File: config.mk
export PLATFORM = sky130hd
export DESIGN_NAME = ddr_word_reader_flat
export DESIGN_NICKNAME = d
export VERILOG_FILES = /design/src/rtl/ddr_word_reader_if.sv /design/src/rtl/ddr_word_reader.sv /design/src/flat_wrapper.sv
export SDC_FILE = /design/constraint.sdc
export NUM_CORES = 1
export LEC_CHECK = 0
export CORE_MARGIN = 4
export CORE_UTILIZATION = 39
export DETAILED_ROUTE_END_ITERATION = 8
export GPL_TIMING_DRIVEN = 1
export PLACE_DENSITY = 0.86
export SYNTH_ARGS = -nofsm -noshare
export SYNTH_HDL_FRONTEND = slang
export SYNTH_SLANG_ARGS = --single-unit
File: constraint.sdc
create_clock -name clock -period 5.7 [get_ports clock]
set_clock_uncertainty 0.2 [all_clocks]
set_input_delay 1.425 -clock clock [delete_from_list [all_inputs] [get_ports clock]]
set_output_delay 1.425 -clock clock [all_outputs]
set_load 0.02 [all_outputs]
File: src/rtl/ddr_word_reader_if.sv
// Request/response bundle between the GPU read port, ddr_word_reader and the DDR arbiter.
// slave: the word reader itself; master: the surrounding GPU port and DDR side.
interface ddr_word_reader_if;
  logic        enable;
  logic        invalidate;
  logic        in_rd;
  logic [16:0] in_addr;
  logic        in_wait_n;
  logic        in_valid;
  logic [15:0] in_dout;
  logic        out_rd;
  logic [31:0] out_addr;
  logic        out_wait_n;
  logic        out_valid;
  logic [63:0] out_dout;

  modport slave (
    input  enable, invalidate, in_rd, in_addr, out_wait_n, out_valid, out_dout,
    output in_wait_n, in_valid, in_dout, out_rd, out_addr
  );

  modport master (
    output enable, invalidate, in_rd, in_addr, out_wait_n, out_valid, out_dout,
    input  in_wait_n, in_valid, in_dout, out_rd, out_addr
  );
endinterface

File: src/rtl/ddr_word_reader.sv
// 16-bit word reads served from 64-bit DDR lines, up to DEPTH reads in flight, in-order responses.
// Optional one-line cache enabled by defining LINE_CACHE_EN.
module ddr_word_reader #(
  parameter int DEPTH = 4
) (
  input  logic            clock,
  input  logic            reset,
  ddr_word_reader_if.slave io
);
  localparam int PW = $clog2(DEPTH);

  typedef struct packed {
    logic [14:0] tag;
    logic [1:0]  lane;
  } pend_t;

  pend_t         pend_mem [DEPTH];
  logic [PW-1:0] wr_ptr_reg;
  logic [PW-1:0] rd_ptr_reg;
  logic [PW:0]   count_reg;
  logic          in_valid_reg;
  logic [15:0]   in_dout_reg;

  logic          full;
  logic          empty;
  logic          hit;
  logic          accept_hit;
  logic          out_rd;
  logic          push;
  logic          pop;
  logic [15:0]   hit_word;
  pend_t         head;
  logic [15:0]   ddr_lane [4];

  generate
    for (genvar gi = 0; gi < 4; gi++) begin : g_ddr_lane
      assign ddr_lane[gi] = io.out_dout[gi*16 +: 16];
    end
  endgenerate

  assign full  = (count_reg == (PW+1)'(DEPTH));
  assign empty = (count_reg == '0);
  assign head  = pend_mem[rd_ptr_reg];

`ifdef LINE_CACHE_EN
  logic        cache_valid_reg;
  logic [14:0] cache_tag_reg;
  logic [63:0] cache_line_reg;
  logic [15:0] cache_lane [4];

  generate
    for (genvar gi = 0; gi < 4; gi++) begin : g_cache_lane
      assign cache_lane[gi] = cache_line_reg[gi*16 +: 16];
    end
  endgenerate

  // An empty FIFO is required so a hit can never overtake an outstanding miss.
  assign hit      = cache_valid_reg & (cache_tag_reg == io.in_addr[16:2]) & empty & io.enable;
  assign hit_word = cache_lane[io.in_addr[1:0]];

  always_ff @(posedge clock) begin
    if (reset || io.invalidate || !io.enable) begin
      cache_valid_reg <= 1'b0;
    end else if (pop) begin
      cache_valid_reg <= 1'b1;
    end
    if (pop) begin
      cache_line_reg <= io.out_dout;
      cache_tag_reg  <= head.tag;
    end
  end
`else
  logic unused_cache_inputs;
  assign hit                 = 1'b0;
  assign hit_word            = '0;
  assign unused_cache_inputs = ^{io.invalidate, head.tag};
`endif

  assign out_rd     = ~reset & io.enable & io.in_rd & ~full & ~hit;
  assign accept_hit = ~reset & hit & io.in_rd;
  assign push       = out_rd & io.out_wait_n;
  // Data arriving with nothing pending (e.g. in flight across a reset) is dropped here.
  assign pop        = io.out_valid & ~empty;

  assign io.out_rd    = out_rd;
  assign io.out_addr  = {14'h0, io.in_addr[16:2], 3'b000};
  assign io.in_wait_n = ~reset & io.enable & ~full & (hit | io.out_wait_n);
  assign io.in_valid  = in_valid_reg;
  assign io.in_dout   = in_dout_reg;

  always_ff @(posedge clock) begin
    if (push) begin
      pend_mem[wr_ptr_reg] <= '{tag: io.in_addr[16:2], lane: io.in_addr[1:0]};
    end
  end

  always_ff @(posedge clock) begin
    if (reset) begin
      wr_ptr_reg   <= '0;
      rd_ptr_reg   <= '0;
      count_reg    <= '0;
      in_valid_reg <= 1'b0;
      in_dout_reg  <= '0;
    end else begin
      if (push) begin
        wr_ptr_reg <= wr_ptr_reg + PW'(1);
      end
      if (pop) begin
        rd_ptr_reg <= rd_ptr_reg + PW'(1);
      end
      count_reg    <= count_reg + {{PW{1'b0}}, push} - {{PW{1'b0}}, pop};
      in_valid_reg <= pop | accept_hit;
      if (pop) begin
        in_dout_reg <= ddr_lane[head.lane];
      end else if (accept_hit) begin
        in_dout_reg <= hit_word;
      end
    end
  end
endmodule

File: src/flat_wrapper.sv
// flat-port wrapper written by rule: the top's interface ports become plain ports
module ddr_word_reader_flat 
#(
  parameter int DEPTH = 4
)
  (clock, reset, io_enable, io_invalidate, io_in_rd, io_in_addr, io_out_wait_n, io_out_valid, io_out_dout, io_in_wait_n, io_in_valid, io_in_dout, io_out_rd, io_out_addr);
  ddr_word_reader_if io_i ();
  input  logic clock;
  input  logic reset;
  input wire logic [$bits(io_i.enable)-1:0] io_enable;
  input wire logic [$bits(io_i.invalidate)-1:0] io_invalidate;
  input wire logic [$bits(io_i.in_rd)-1:0] io_in_rd;
  input wire logic [$bits(io_i.in_addr)-1:0] io_in_addr;
  input wire logic [$bits(io_i.out_wait_n)-1:0] io_out_wait_n;
  input wire logic [$bits(io_i.out_valid)-1:0] io_out_valid;
  input wire logic [$bits(io_i.out_dout)-1:0] io_out_dout;
  output wire logic [$bits(io_i.in_wait_n)-1:0] io_in_wait_n;
  output wire logic [$bits(io_i.in_valid)-1:0] io_in_valid;
  output wire logic [$bits(io_i.in_dout)-1:0] io_in_dout;
  output wire logic [$bits(io_i.out_rd)-1:0] io_out_rd;
  output wire logic [$bits(io_i.out_addr)-1:0] io_out_addr;
  assign io_i.enable = io_enable;
  assign io_i.invalidate = io_invalidate;
  assign io_i.in_rd = io_in_rd;
  assign io_i.in_addr = io_in_addr;
  assign io_i.out_wait_n = io_out_wait_n;
  assign io_i.out_valid = io_out_valid;
  assign io_i.out_dout = io_out_dout;
  assign io_in_wait_n = io_i.in_wait_n;
  assign io_in_valid = io_i.in_valid;
  assign io_in_dout = io_i.in_dout;
  assign io_out_rd = io_i.out_rd;
  assign io_out_addr = io_i.out_addr;
  ddr_word_reader #(.DEPTH(DEPTH)) u_core (.clock(clock), .reset(reset), .io(io_i));
endmodule
==> metrics.md <==
| Metric | Value |
|---|---|
| Pre-CTS setup slack | 0.7879 ns |
| Worst-path clk slew | 0.06 ns |
| CP max stage delay | 0.62 ns |
| Slew Limit Fails | 0 |
| Tmin final | 4.888 ns |
| DRC viols | 0 |
| Routed len/inst | 14.27 um |
| Pin count of the biggest net entering global routing | 33 |
| LEAKAGE | 1.160 nW |
| Pwr Total | 0.9837 mW |
| Sw frac | 0.3165 |
| Clock root buffer | clkbuf_8 |
| Peak supply drop | 0.1461 mV |
| Max-Cap Viols | 0 |
| Io pins | 139 |
| Worst Reg-to-Reg Cells | 10 |
| Critical path's slowest cell | clkdlybuf4s50_1 |
| Clk pwr share | 0.260 |
| Layout cell share with drive strength beyond 1 | 0.07692 |
| Grt total ovfl | 0 |
| Layout Utilization | 0.5666 |
| Synth area leaders | dfxtp_1 25%, mux2i_1 16%, buf_4 12% |
| Final non-filler cell total | 330 |
| DRT iter0 DRCs | 37 |
| EDFF count, synth | 8 |
| Top cells by count, synth | 33 x buf_4, 33 x mux2i_1, 26 x dfxtp_1 |
| Worst Setup SP | reset |
| Worst Slack Setup Final | 0.8119 ns |
| Asr flop ratio synth | 0 |
| Combinational Power Share | 0.405 |
| CTS max path bufs | 2 |
| Die Ht | 80.38 um |
| Critical path type | primary input to primary output |
| Setup bufs post-CTS | 0 |
| Initial antenna violation count | 0 |
| Die area | 6461 sq um |
| P&R area growth vs syn | 41.64% |
| Cell family with most CP delay | buffers and inverters |
| Final Setup Violations | 0 |
| Fill cells | 443 |
| Crit Path Max Fanout | 12 |
| Final Hold Violating Endpoints | 0 |
| Row count | 26 |
| Max FFs per register | 16 |
| Vias in the first global route | 1559 |
| Critical Path Sink Type | primary output |
| Final wirelength | 4710 um |
| Yosys top cell area share | 0.2547 |
| Initial core utilization | 0.4000 |
| Startpoint types | primary input |
| Setup tns final | 0 ns |
| Worst reg2reg startpoint | u_core.count_reg[2]$_SDFF_PP0_ |
| Final ANT Viol Nets | 0 |
| H-tree Lvls | 2 |
| Slew @ Worst Pin | 1.120 ns |
| Via count | 1537 |
| DP Wirelength | 3790 um |
| Worst rel slew slack | 0.2507 |
| CP most frequent cell | clkdlybuf4s50_1 |
| Synth cell types | 27 |
| Fmax | 204.6 MHz |
| WP data required | 4.07 ns |
| Final RePlAce weighted congestion | 0.7089 |
| Die X | 80.38 um |
| FF-to-FF setup slack | 3.24 ns |
| Sequential Power Share | 0.335 |
| Crit path depth | 5 |
| DR vias/cell | 4.658 |
| Power per cell area | 339.9 nW/um^2 |
| Final net count | 354 |
| Core box area | 5107 sq um |
| Period utilization | 0.8576 |
| Global-route wire length before repair | 7189 um |
| CTS Buf Count | 5 |
| Arrival time worst endpoint | 3.26 ns |
| Switching Power | 0.3114 mW |
| Yosys warning count | 0 |
| Cells after Synth | 187 |
| Skew-Pair Late Insertion Delay | 0.28 ns |
| Hold buffers post-CTS | 0 |
| Hold Crit Class | flop to flop |
| Diodes inserted | 0 |
| Synth area leader | dfxtp_1 |
| Port Buffers | 90 |
| Ys flop type | dfxtp_1 |
| Pint | 0.6724 mW |
| Status | complete, no violations |
| Register area share after synthesis | 0.3723 |
| RSZ-0062 raised after global routing | false |
| Post-CTS Resized | 0 |
| Total GRT Usage | 0.1451 |
| Netlist Area Pre-Place | 2043 sq um |
| CP endpoint | io_in_wait_n |
| Reg-to-Reg End | u_core.count_reg[2]$_SDFF_PP0_ |
| Synthesis-stage register bit count | 34 |
| Placed insts | 322 |
| Worst path bufs/invs | 2 |
| Critical-path cell list | clkdlybuf4s50_1 -> nand2b_1 -> a21oi_1 -> and2_1 -> clkdlybuf4s50_1 |
| TritonRoute pass-1 iters | 4 |
| Clock sink count | 34 |
| CTS tree | built |
| Syn Area/Cell | 10.93 sq um |
==> worst min-delay path by stage <==
stage / startpoint / to / slack (ns) / cells after the start
2_1_floorplan: u_core.rd_ptr_reg[1]$_SDFFE_PP0P_ / flop / 0.28 / 2
3_3_place_gp: u_core.io.in_dout[6]$_SDFFE_PP0P_ / u_core.io.in_dout[6]$_SDFFE_PP0P_ / 0.24 / 2
3_5_place_dp: u_core.io.in_dout[8]$_SDFFE_PP0P_ / u_core.io.in_dout[8]$_SDFFE_PP0P_ / 0.25 / 2
4_1_cts: u_core.io.in_dout[7]$_SDFFE_PP0P_ / u_core.io.in_dout[7]$_SDFFE_PP0P_ / 0.27 / 2
5_1_grt: u_core.io.in_dout[2]$_SDFFE_PP0P_ / u_core.io.in_dout[2]$_SDFFE_PP0P_ / 0.30 / 2
6_report: u_core.io.in_dout[5]$_SDFFE_PP0P_ / u_core.io.in_dout[5]$_SDFFE_PP0P_ / 0.27 / 2
==> power groups by stage <==
stage          Combinational, mW  Clock [mW]  Sequential, mW
6_report                   0.399       0.256           0.329
5_1_grt                    0.435       0.277           0.337
4_1_cts                    0.405       0.264           0.330
3_5_place_dp               0.404           0           0.335
3_3_place_gp               0.397           0           0.333
2_1_floorplan              0.259           0           0.370
==> stage by stage <==
step | hold slack [ns] | cell area [sq um]
after floorplan | 0.2847 | 2103
after global placement | 0.2430 | 2761
after detailed placement | 0.2530 | 2761
after CTS | 0.2724 | 2894
after global routing | 0.2969 | 2894
final | 0.2651 | 2894
==> layout make-up <==
class	instances	area (sq um)	area share
Multi-Input combinational cell	120	982.2	0.3394
Timing Repair Buffer	90	900.9	0.3113
Sequential cell	34	760.7	0.2629
Tap cell	70	87.58	0.03026
Clock buffer	5	68.82	0.02378
Clock inverter	3	63.81	0.02205
Inverter	8	30.03	0.01038
==> worst reg2reg max path, cell delays in order, from the launching register on <==
cell	delay, ns
dfxtp_1	0.37
o31ai_1	0.35
inv_1	0.16
ha_1	0.31
inv_1	0.06
ha_1	0.13
inv_1	0.05
fa_1	0.37
xor2_1	0.17
xnor2_1	0.13
nor2_1	0.05
==> kinds of logic (layout without fill, tap and decap cells) <==
| group | Yosys count | in the layout | synth area share |
|---|---|---|---|
| buf+inv | 49 | 106 | 0.1745 |
| simple gates | 37 | 37 | 0.07900 |
| mux | 35 | 35 | 0.1856 |
| flops | 34 | 34 | 0.3723 |
| compound gates | 19 | 19 | 0.1188 |
| fa+ha+maj | 7 | 7 | 0.04654 |
| xor+xnor | 5 | 5 | 0.02144 |
| other cells | 1 | 17 | 0.001835 |
==> per-layer routing <==
layer | global-route usage | routed length, um | vias up
met2 | 0.2450 | 2153 | 79
met3 | 0.05942 | 526 | 9
met4 | 0.05574 | 99 | 0
met5 | 0 | 0 | -
met1 | 0.1620 | 1930 | 700
li1 | - | - | 749
==> layout by cell type (no fill, tap or decap), types with 2 or more instances in the layout <==
cell / netlist / layout
o221ai_1: 6 / 6
xnor2_1: 3 / 3
mux2i_1: 33 / 33
clkdlybuf4s50_1: 0 / 90
edfxtp_1: 8 / 8
dfxtp_1: 26 / 26
ha_1: 6 / 6
conb_1: 1 / 17
o221ai_2: 10 / 10
xor2_1: 2 / 2
mux4_2: 1 / 2
clkbuf_8: 0 / 5
nand2_1: 18 / 18
bufinv_16: 0 / 2
and2_1: 6 / 6
nor2_1: 10 / 10
inv_1: 8 / 8
(Power assumes the default switching activity.)
